--- src/rtl/cpu_pkg.sv ---
// Shared decode definitions for the operand stage and execute: opcodes, field
// positions, the decoded instruction record and the decode function.
package cpu_pkg;

  localparam int INSTR_W   = 16;
  localparam int OP_MSB    = 15;
  localparam int OP_LSB    = 12;
  localparam int F11_LSB   = 9;
  localparam int F8_LSB    = 6;
  localparam int F5_LSB    = 3;
  localparam int FUNCT_LSB = 0;
  localparam int FUNCT_W   = 3;
  localparam int REG_W     = 3;
  localparam int IMM_W     = 6;

  typedef enum logic [3:0] {
    OP_RTYPE = 4'd0,
    OP_ADDI  = 4'd1,
    OP_ANDI  = 4'd2,
    OP_ORI   = 4'd3,
    OP_LW    = 4'd4,
    OP_SW    = 4'd5,
    OP_BEQ   = 4'd6,
    OP_J     = 4'd7
  } opcode_t;

  typedef struct packed {
    logic [3:0]              op;
    logic [FUNCT_W-1:0]      funct;
    logic                    we;
    logic [REG_W-1:0]        dest;
    logic [REG_W-1:0]        src1;
    logic [REG_W-1:0]        src2;
    logic                    use1;
    logic                    use2;
    logic signed [IMM_W-1:0] imm;
    logic                    illegal;
  } decoded_t;

  function automatic decoded_t decode(input logic [INSTR_W-1:0] instr);
    decoded_t         d;
    logic [REG_W-1:0] f11;
    logic [REG_W-1:0] f8;
    logic [REG_W-1:0] f5;
    f11     = instr[F11_LSB +: REG_W];
    f8      = instr[F8_LSB +: REG_W];
    f5      = instr[F5_LSB +: REG_W];
    d       = '0;
    d.op    = instr[OP_MSB:OP_LSB];
    d.funct = instr[FUNCT_LSB +: FUNCT_W];
    d.imm   = instr[IMM_W-1:0];
    case (instr[OP_MSB:OP_LSB])
      OP_RTYPE: begin
        d.src1 = f8;  d.use1 = 1'b1;
        d.src2 = f5;  d.use2 = 1'b1;
        d.dest = f11; d.we   = 1'b1;
      end
      OP_ADDI, OP_ANDI, OP_ORI, OP_LW: begin
        d.src1 = f8;  d.use1 = 1'b1;
        d.dest = f11; d.we   = 1'b1;
      end
      OP_SW, OP_BEQ: begin
        d.src1 = f8;  d.use1 = 1'b1;
        d.src2 = f11; d.use2 = 1'b1;
      end
      OP_J: ;
      default: d.illegal = 1'b1;
    endcase
    return d;
  endfunction

endpackage

--- src/rtl/operand_stage_if.sv ---
// Bus bundle around the operand stage: fetch handshake, register-file read
// ports, writeback, flush and the execute payload.
interface operand_stage_if
  import cpu_pkg::*;
#(
  parameter int n = 16,
  parameter int r = 3
);
  logic               in_valid;
  logic [INSTR_W-1:0] in_instr;
  logic               in_ready;
  logic [r-1:0]       ra1;
  logic [r-1:0]       ra2;
  logic [n-1:0]       rd1;
  logic [n-1:0]       rd2;
  logic               wb_we;
  logic [r-1:0]       wb_addr;
  logic [n-1:0]       wb_data;
  logic               flush;
  logic               out_valid;
  logic               out_ready;
  logic [3:0]         out_op;
  logic [FUNCT_W-1:0] out_funct;
  logic               out_we;
  logic [r-1:0]       out_dest;
  logic [n-1:0]       out_a;
  logic [n-1:0]       out_b;
  logic [n-1:0]       out_imm;
  logic               out_illegal;

  modport master (
    output in_valid, in_instr, rd1, rd2, wb_we, wb_addr, wb_data, flush, out_ready,
    input  in_ready, ra1, ra2, out_valid, out_op, out_funct, out_we, out_dest,
           out_a, out_b, out_imm, out_illegal
  );

  modport slave (
    input  in_valid, in_instr, rd1, rd2, wb_we, wb_addr, wb_data, flush, out_ready,
    output in_ready, ra1, ra2, out_valid, out_op, out_funct, out_we, out_dest,
           out_a, out_b, out_imm, out_illegal
  );
endinterface

--- src/rtl/operand_stage_scoreboard.sv ---
// In-flight writer tracking: one pending bit per register, set on issue,
// cleared on writeback or when the held writer is flushed.
module operand_stage_scoreboard #(
  parameter int r = 3
) (
  input  logic              clock,
  input  logic              reset_n,
  input  logic              set_en,
  input  logic [r-1:0]      set_addr,
  input  logic              clr_en,
  input  logic [r-1:0]      clr_addr,
  input  logic              flush_en,
  input  logic [r-1:0]      flush_addr,
  output logic [(1<<r)-1:0] pending
);
  logic [(1<<r)-1:0] pending_nxt;

  // Set is applied last so a new writer wins over a retiring one to the same register.
  always_comb begin
    pending_nxt = pending;
    if (clr_en)   pending_nxt[clr_addr]   = 1'b0;
    if (flush_en) pending_nxt[flush_addr] = 1'b0;
    if (set_en)   pending_nxt[set_addr]   = 1'b1;
    pending_nxt[0] = 1'b0;
  end

  always_ff @(posedge clock) begin
    if (!reset_n) pending <= '0;
    else          pending <= pending_nxt;
  end
endmodule

--- src/rtl/operand_stage.sv ---
// Decode/operand-fetch stage: decodes fetch instructions, reads and bypasses
// operands, stalls on scoreboard hazards and registers the payload for execute.
module operand_stage
  import cpu_pkg::*;
#(
  parameter int n = 16,
  parameter int r = 3
) (
  input logic            clock,
  input logic            reset_n,
  operand_stage_if.slave bus
);
  decoded_t              dec_p0;
  logic [r-1:0]          src1_p0;
  logic [r-1:0]          src2_p0;
  logic [r-1:0]          dest_p0;
  logic signed [n-1:0]   imm_p0;
  logic [(1<<r)-1:0]     pending;
  logic                  hazard;
  logic                  accept;

  logic                  vld_p1;
  logic [3:0]            op_p1;
  logic [FUNCT_W-1:0]    funct_p1;
  logic                  we_p1;
  logic [r-1:0]          dest_p1;
  logic signed [n-1:0]   a_p1;
  logic signed [n-1:0]   b_p1;
  logic signed [n-1:0]   imm_p1;
  logic                  illegal_p1;

  // Pending writer only blocks if it is not retiring on this very cycle.
  function automatic logic blocked(input logic [r-1:0] addr);
    return pending[addr] & ~(bus.wb_we & (bus.wb_addr == addr));
  endfunction

  function automatic logic [n-1:0] sel_operand(input logic [r-1:0] addr,
                                               input logic [n-1:0] rd);
    if (addr == '0)                           return '0;
    else if (bus.wb_we && bus.wb_addr == addr) return bus.wb_data;
    else                                      return rd;
  endfunction

  // ---- stage p0: decode, read addresses, hazard, accept ----
  assign dec_p0  = decode(bus.in_instr);
  assign src1_p0 = dec_p0.use1 ? r'(dec_p0.src1) : '0;
  assign src2_p0 = dec_p0.use2 ? r'(dec_p0.src2) : '0;
  assign dest_p0 = dec_p0.we   ? r'(dec_p0.dest) : '0;
  assign imm_p0  = {{(n-IMM_W){dec_p0.imm[IMM_W-1]}}, dec_p0.imm};

  assign bus.ra1 = src1_p0;
  assign bus.ra2 = src2_p0;

  // Unused fields decode to register 0, whose pending bit is never set.
  assign hazard       = blocked(src1_p0) | blocked(src2_p0) | blocked(dest_p0);
  assign bus.in_ready = reset_n & ~bus.flush & ~hazard & (~vld_p1 | bus.out_ready);
  assign accept       = bus.in_valid & bus.in_ready;

  operand_stage_scoreboard #(.r(r)) u_sb (
    .clock      (clock),
    .reset_n    (reset_n),
    .set_en     (accept & dec_p0.we & (dest_p0 != '0)),
    .set_addr   (dest_p0),
    .clr_en     (bus.wb_we),
    .clr_addr   (bus.wb_addr),
    .flush_en   (bus.flush & vld_p1 & we_p1),
    .flush_addr (dest_p1),
    .pending    (pending)
  );

  // ---- stage p1: execute payload ----
  always_ff @(posedge clock) begin
    if (!reset_n) begin
      vld_p1     <= 1'b0;
      op_p1      <= '0;
      funct_p1   <= '0;
      we_p1      <= 1'b0;
      dest_p1    <= '0;
      a_p1       <= '0;
      b_p1       <= '0;
      imm_p1     <= '0;
      illegal_p1 <= 1'b0;
    end else if (bus.flush) begin
      vld_p1     <= 1'b0;
    end else if (accept) begin
      vld_p1     <= 1'b1;
      op_p1      <= dec_p0.op;
      funct_p1   <= dec_p0.funct;
      we_p1      <= dec_p0.we;
      dest_p1    <= dest_p0;
      a_p1       <= sel_operand(src1_p0, bus.rd1);
      b_p1       <= sel_operand(src2_p0, bus.rd2);
      imm_p1     <= imm_p0;
      illegal_p1 <= dec_p0.illegal;
    end else if (bus.out_ready) begin
      vld_p1     <= 1'b0;
    end
  end

  assign bus.out_valid   = vld_p1;
  assign bus.out_op      = op_p1;
  assign bus.out_funct   = funct_p1;
  assign bus.out_we      = we_p1;
  assign bus.out_dest    = dest_p1;
  assign bus.out_a       = a_p1;
  assign bus.out_b       = b_p1;
  assign bus.out_imm     = imm_p1;
  assign bus.out_illegal = illegal_p1;
endmodule

--- src/flat_wrapper.sv ---
// flat-port wrapper written by rule: the top's interface ports become plain ports
module operand_stage_flat import cpu_pkg::*;
#(
  parameter int n = 16,
  parameter int r = 3
)
  (clock, reset_n, bus_in_valid, bus_in_instr, bus_rd1, bus_rd2, bus_wb_we, bus_wb_addr, bus_wb_data, bus_flush, bus_out_ready, bus_in_ready, bus_ra1, bus_ra2, bus_out_valid, bus_out_op, bus_out_funct, bus_out_we, bus_out_dest, bus_out_a, bus_out_b, bus_out_imm, bus_out_illegal);
  operand_stage_if #(.n(n), .r(r)) bus_i ();
  input logic clock;
  input logic reset_n;
  input wire logic [$bits(bus_i.in_valid)-1:0] bus_in_valid;
  input wire logic [$bits(bus_i.in_instr)-1:0] bus_in_instr;
  input wire logic [$bits(bus_i.rd1)-1:0] bus_rd1;
  input wire logic [$bits(bus_i.rd2)-1:0] bus_rd2;
  input wire logic [$bits(bus_i.wb_we)-1:0] bus_wb_we;
  input wire logic [$bits(bus_i.wb_addr)-1:0] bus_wb_addr;
  input wire logic [$bits(bus_i.wb_data)-1:0] bus_wb_data;
  input wire logic [$bits(bus_i.flush)-1:0] bus_flush;
  input wire logic [$bits(bus_i.out_ready)-1:0] bus_out_ready;
  output wire logic [$bits(bus_i.in_ready)-1:0] bus_in_ready;
  output wire logic [$bits(bus_i.ra1)-1:0] bus_ra1;
  output wire logic [$bits(bus_i.ra2)-1:0] bus_ra2;
  output wire logic [$bits(bus_i.out_valid)-1:0] bus_out_valid;
  output wire logic [$bits(bus_i.out_op)-1:0] bus_out_op;
  output wire logic [$bits(bus_i.out_funct)-1:0] bus_out_funct;
  output wire logic [$bits(bus_i.out_we)-1:0] bus_out_we;
  output wire logic [$bits(bus_i.out_dest)-1:0] bus_out_dest;
  output wire logic [$bits(bus_i.out_a)-1:0] bus_out_a;
  output wire logic [$bits(bus_i.out_b)-1:0] bus_out_b;
  output wire logic [$bits(bus_i.out_imm)-1:0] bus_out_imm;
  output wire logic [$bits(bus_i.out_illegal)-1:0] bus_out_illegal;
  assign bus_i.in_valid = bus_in_valid;
  assign bus_i.in_instr = bus_in_instr;
  assign bus_i.rd1 = bus_rd1;
  assign bus_i.rd2 = bus_rd2;
  assign bus_i.wb_we = bus_wb_we;
  assign bus_i.wb_addr = bus_wb_addr;
  assign bus_i.wb_data = bus_wb_data;
  assign bus_i.flush = bus_flush;
  assign bus_i.out_ready = bus_out_ready;
  assign bus_in_ready = bus_i.in_ready;
  assign bus_ra1 = bus_i.ra1;
  assign bus_ra2 = bus_i.ra2;
  assign bus_out_valid = bus_i.out_valid;
  assign bus_out_op = bus_i.out_op;
  assign bus_out_funct = bus_i.out_funct;
  assign bus_out_we = bus_i.out_we;
  assign bus_out_dest = bus_i.out_dest;
  assign bus_out_a = bus_i.out_a;
  assign bus_out_b = bus_i.out_b;
  assign bus_out_imm = bus_i.out_imm;
  assign bus_out_illegal = bus_i.out_illegal;
  operand_stage #(.n(n), .r(r)) u_core (.clock(clock), .reset_n(reset_n), .bus(bus_i));
endmodule
--- config.mk ---
export PLATFORM = sky130hd
export DESIGN_NAME = operand_stage_flat
export DESIGN_NICKNAME = d
export VERILOG_FILES = /design/src/rtl/cpu_pkg.sv /design/src/rtl/operand_stage_if.sv /design/src/rtl/operand_stage_scoreboard.sv /design/src/rtl/operand_stage.sv /design/src/flat_wrapper.sv
export SDC_FILE = /design/constraint.sdc
export NUM_CORES = 1
export LEC_CHECK = 0
export CORE_MARGIN = 2
export CORE_UTILIZATION = 40
export DETAILED_ROUTE_END_ITERATION = 8
export MAX_ROUTING_LAYER = met4
export PLACE_DENSITY = 0.8
export SLEW_MARGIN = 20
export SYNTH_ARGS = -nofsm -noshare
export SYNTH_HDL_FRONTEND = slang
export SYNTH_HIERARCHICAL = 1
export SYNTH_SLANG_ARGS = --single-unit
--- constraint.sdc ---
create_clock -name clock -period 4.6 [get_ports clock]
set_input_delay 1.38 -clock clock [delete_from_list [all_inputs] [get_ports clock]]
set_output_delay 1.38 -clock clock [all_outputs]
set_load 0.05 [all_outputs]
==> flow_summary.json <==
{
  "synth-main-ff-cell": "dfxtp_1",
  "diodes": 0,
  "syn_area_um2": 3460,
  "n_fill_cell": 638,
  "drv_slew": 0,
  "finalPower_uw": 1130,
  "p_clk_frac": 0.281,
  "via_per_inst": 5.72,
  "placementRows": 33,
  "tightestPinTransition_ps": 745,
  "coreArea_um2": 8300,
  "ys_seq_area_frac": 0.318,
  "die_w_um": 97.1,
  "ir_drop_uv": 147,
  "antenna_left": 0,
  "final_hold_viol_count": 0,
  "io_pins": 141,
  "wl_um": 12300,
  "cts.sinks": 55,
  "synthDistinctLibCells": 64,
  "die_y_um": 97.1,
  "clk_pin_slew_ps": 90,
  "synth_seq_cells": 55,
  "drive_gt1_frac": 0.218,
  "die_area_um2": 9420,
  "min_period_ps": 4650,
  "cts.htree.levels": 2,
  "clock-skew-final_ps": 8.08,
  "layout.cells.non_filler": 688,
  "setup_viol": 1,
  "wire_per_inst_um": 17.9,
  "hp-start": "u_core/bus.out_op[2]",
  "setup.worst_path.start": "bus_in_instr[11]",
  "start_kind": "input pin",
  "path_class": "in2out",
  "first_global_vias": 3875,
  "grt_overflow_total": 0,
  "crit_fanout": 3,
  "clock_latency_ps": 310,
  "antenna_found_initial": 0,
  "max_cap_violations": 0,
  "syn_nets": 484,
  "post-route-period-util": 1.01,
  "initial_core_util": 0.417,
  "synthArstFlopShare": 0,
  "synth.top_cells.by_area": "dfxtp_1, mux2i_1, nand2_1, o21ai_1, or4_1",
  "slowest_delay_ps": 520,
  "cts_hold_buf": 0,
  "violations": "setup timing",
  "comb_power_share": 0.290,
  "fin_nets": 656,
  "synth_cells": 411,
  "seq_power_share": 0.429,
  "drtPass1Iterations": 6,
  "crit_required_ps": 3220,
  "p_int_uw": 800,
  "cellLeakagePower_uw": 0.00212,
  "rsz0062_at_grt": "yes",
  "drt-initial-drc-count": 322,
  "synth_edf_count": 0,
  "slew-limit-headroom": 0.499,
  "timing.critical_path.to_type": "output port",
  "place.gp.congestion": 0.947,
  "post-route-util": 0.681,
  "syn_area_per_cell_um2": 8.43,
  "max-clock-path-buffers": 2,
  "vias": 3933,
  "p_per_area_nw_per_um2": 200,
  "worst_r2r_startpoint": "u_core/u_sb/pending[1]",
  "worstPathCellList": "clkdlybuf4s50_1, nand4b_1, buf_4, nand3_4, mux2i_2, o22ai_2, o31a_4, nor2_4, buf_12",
  "cts-buffers-inserted": 5,
  "switchingPower_uw": 330,
  "status": "finished, violations left",
  "fin_area_um2": 5650,
  "drc": 0,
  "dp_cells": 664,
  "max_freq_mhz": 215,
  "cp_slowest_cell": "clkdlybuf4s50_1",
  "swShare": 0.292,
  "areaGrowthSynthToFinish_pct": 63.2,
  "yosysTopAreaCell": "dfxtp_1",
  "cp.arrival_ps": 3270,
  "dpl_cell_area_um2": 5270,
  "place.port_buffers": 140,
  "root_buffer": "clkbuf_8",
  "netlist.area_leader.share": 0.318,
  "dpl.hpwl_um": 8960,
  "setup_ws_ps": -52.4,
  "worstHoldPathType": "reg2reg",
  "yosys_warnings": 6,
  "grt_max_degree": 59,
  "cts_tree": "yes",
  "grt_pass1_wl_um": 19600,
  "grt_util_all_layers": 0.256,
  "tns_ps": -52.4
}
[cell type report]
cell class                 count  area (um2)  share of cell area
clock buffer                   5        68.8              0.0122
sequential                    55        1100               0.195
inverter                       5        18.8             0.00332
multi-input combinational    303        2250               0.398
timing repair buffer         213        2050               0.362
tap                          105         131              0.0233
clock inverter                 2        37.5             0.00664
[placed cells by master (no fill, tap or decap), types with 5 or more instances in the layout]
master / n
buf_12: 8
inv_1: 5
nand2_1: 53
clkbuf_8: 5
nand2b_1: 5
dfxtp_1: 55
buf_6: 7
or4_1: 16
nand4b_1: 10
nor4_1: 16
nand3_1: 19
buf_4: 68
o21ai_1: 30
o21bai_1: 16
nand4_1: 5
o21ai_0: 10
mux2i_1: 33
clkdlybuf4s50_1: 121
[through the flow]
step | setup WS, ps | hold WS, ps
global placement | -539 | 436
global route | -127 | 476
floorplan | -405 | 470
finish | -52.4 | 455
CTS | -94.0 | 457
detailed placement | -601 | 443
[power by group through the flow]
stage | Clock (uW) | Combinational [uW] | Sequential [uW]
6_report | 318 | 328 | 485
5_1_grt | 340 | 346 | 485
4_1_cts | 321 | 317 | 485
3_5_place_dp | 0 | 302 | 496
3_3_place_gp | 0 | 300 | 495
2_1_floorplan | 0 | 136 | 512
[path summary, 6_finish.rpt]
path	slack, ps	cells after the start	to
min	460	2	u_core/bus.out_op[2]
max reg2reg	1730	10	u_core/bus.out_b[7]
max	-50	9	bus_in_ready
min reg2reg	460	2	u_core/bus.out_op[2]
[state kept, by name, indices dropped and copies added (netlist names)]
register and flops:
u_core/bus.out_imm 4, u_core/bus.out_we 1, u_core/bus.out_op 4, u_core/bus.out_dest 3, u_core/bus.out_valid 1, u_core/bus.out_a 16
u_core/bus.out_b 16, u_core/bus.out_illegal 1, u_core/bus.out_funct 2, u_core/u_sb/pending 7
[cells by family after synthesis]
| logic type | synth area share |
|---|---|
| compound gates | 0.188 |
| xor+xnor | 0.0126 |
| buf+inv | 0.0871 |
| flops | 0.318 |
| mux | 0.118 |
| other cells | 0.00108 |
| simple gates | 0.276 |
[critical path: cells and delay by family]
family                 cells  cell delay, ps
buffers and inverters      3             840
AND/OR/NAND/NOR            3             340
multiplexers               1             230
AO/OA/AOI/OAI              2             480
[Yosys cell counts, drive strengths merged, types with 4 or more instances]
master,number
o22ai,4
a21oi,4
nand4,5
o21bai,16
mux2i,34
clkbuf,18
dfxtp,55
inv,5
o21ai,40
xnor2,4
nor3,4
nand3,21
nand4b,10
and3,4
or4,17
nor2,5
buf,30
nor4,18
nand2,53
nand2b,5
[layer usage]
layer / global-route usage / up-vias / wire length, um
met4: 0.0563 / 0 / 217
met3: 0.0460 / 24 / 791
met1: 0.311 / 1851 / 5140
met5: - / - / 0
li1: - / 1877 / -
met2: 0.443 / 181 / 6140
[timing repair]
| action | CTS | global route |
|---|---|---|
| pin swaps | 14 | 13 |
| setup buffers | 11 | 6 |
| hold endpoints to repair | 0 | 0 |
| cloned | 0 | 0 |
| gates resized for setup | 41 | 20 |
| setup endpoints to repair | 1 | 1 |
(Power assumes the default switching activity.)
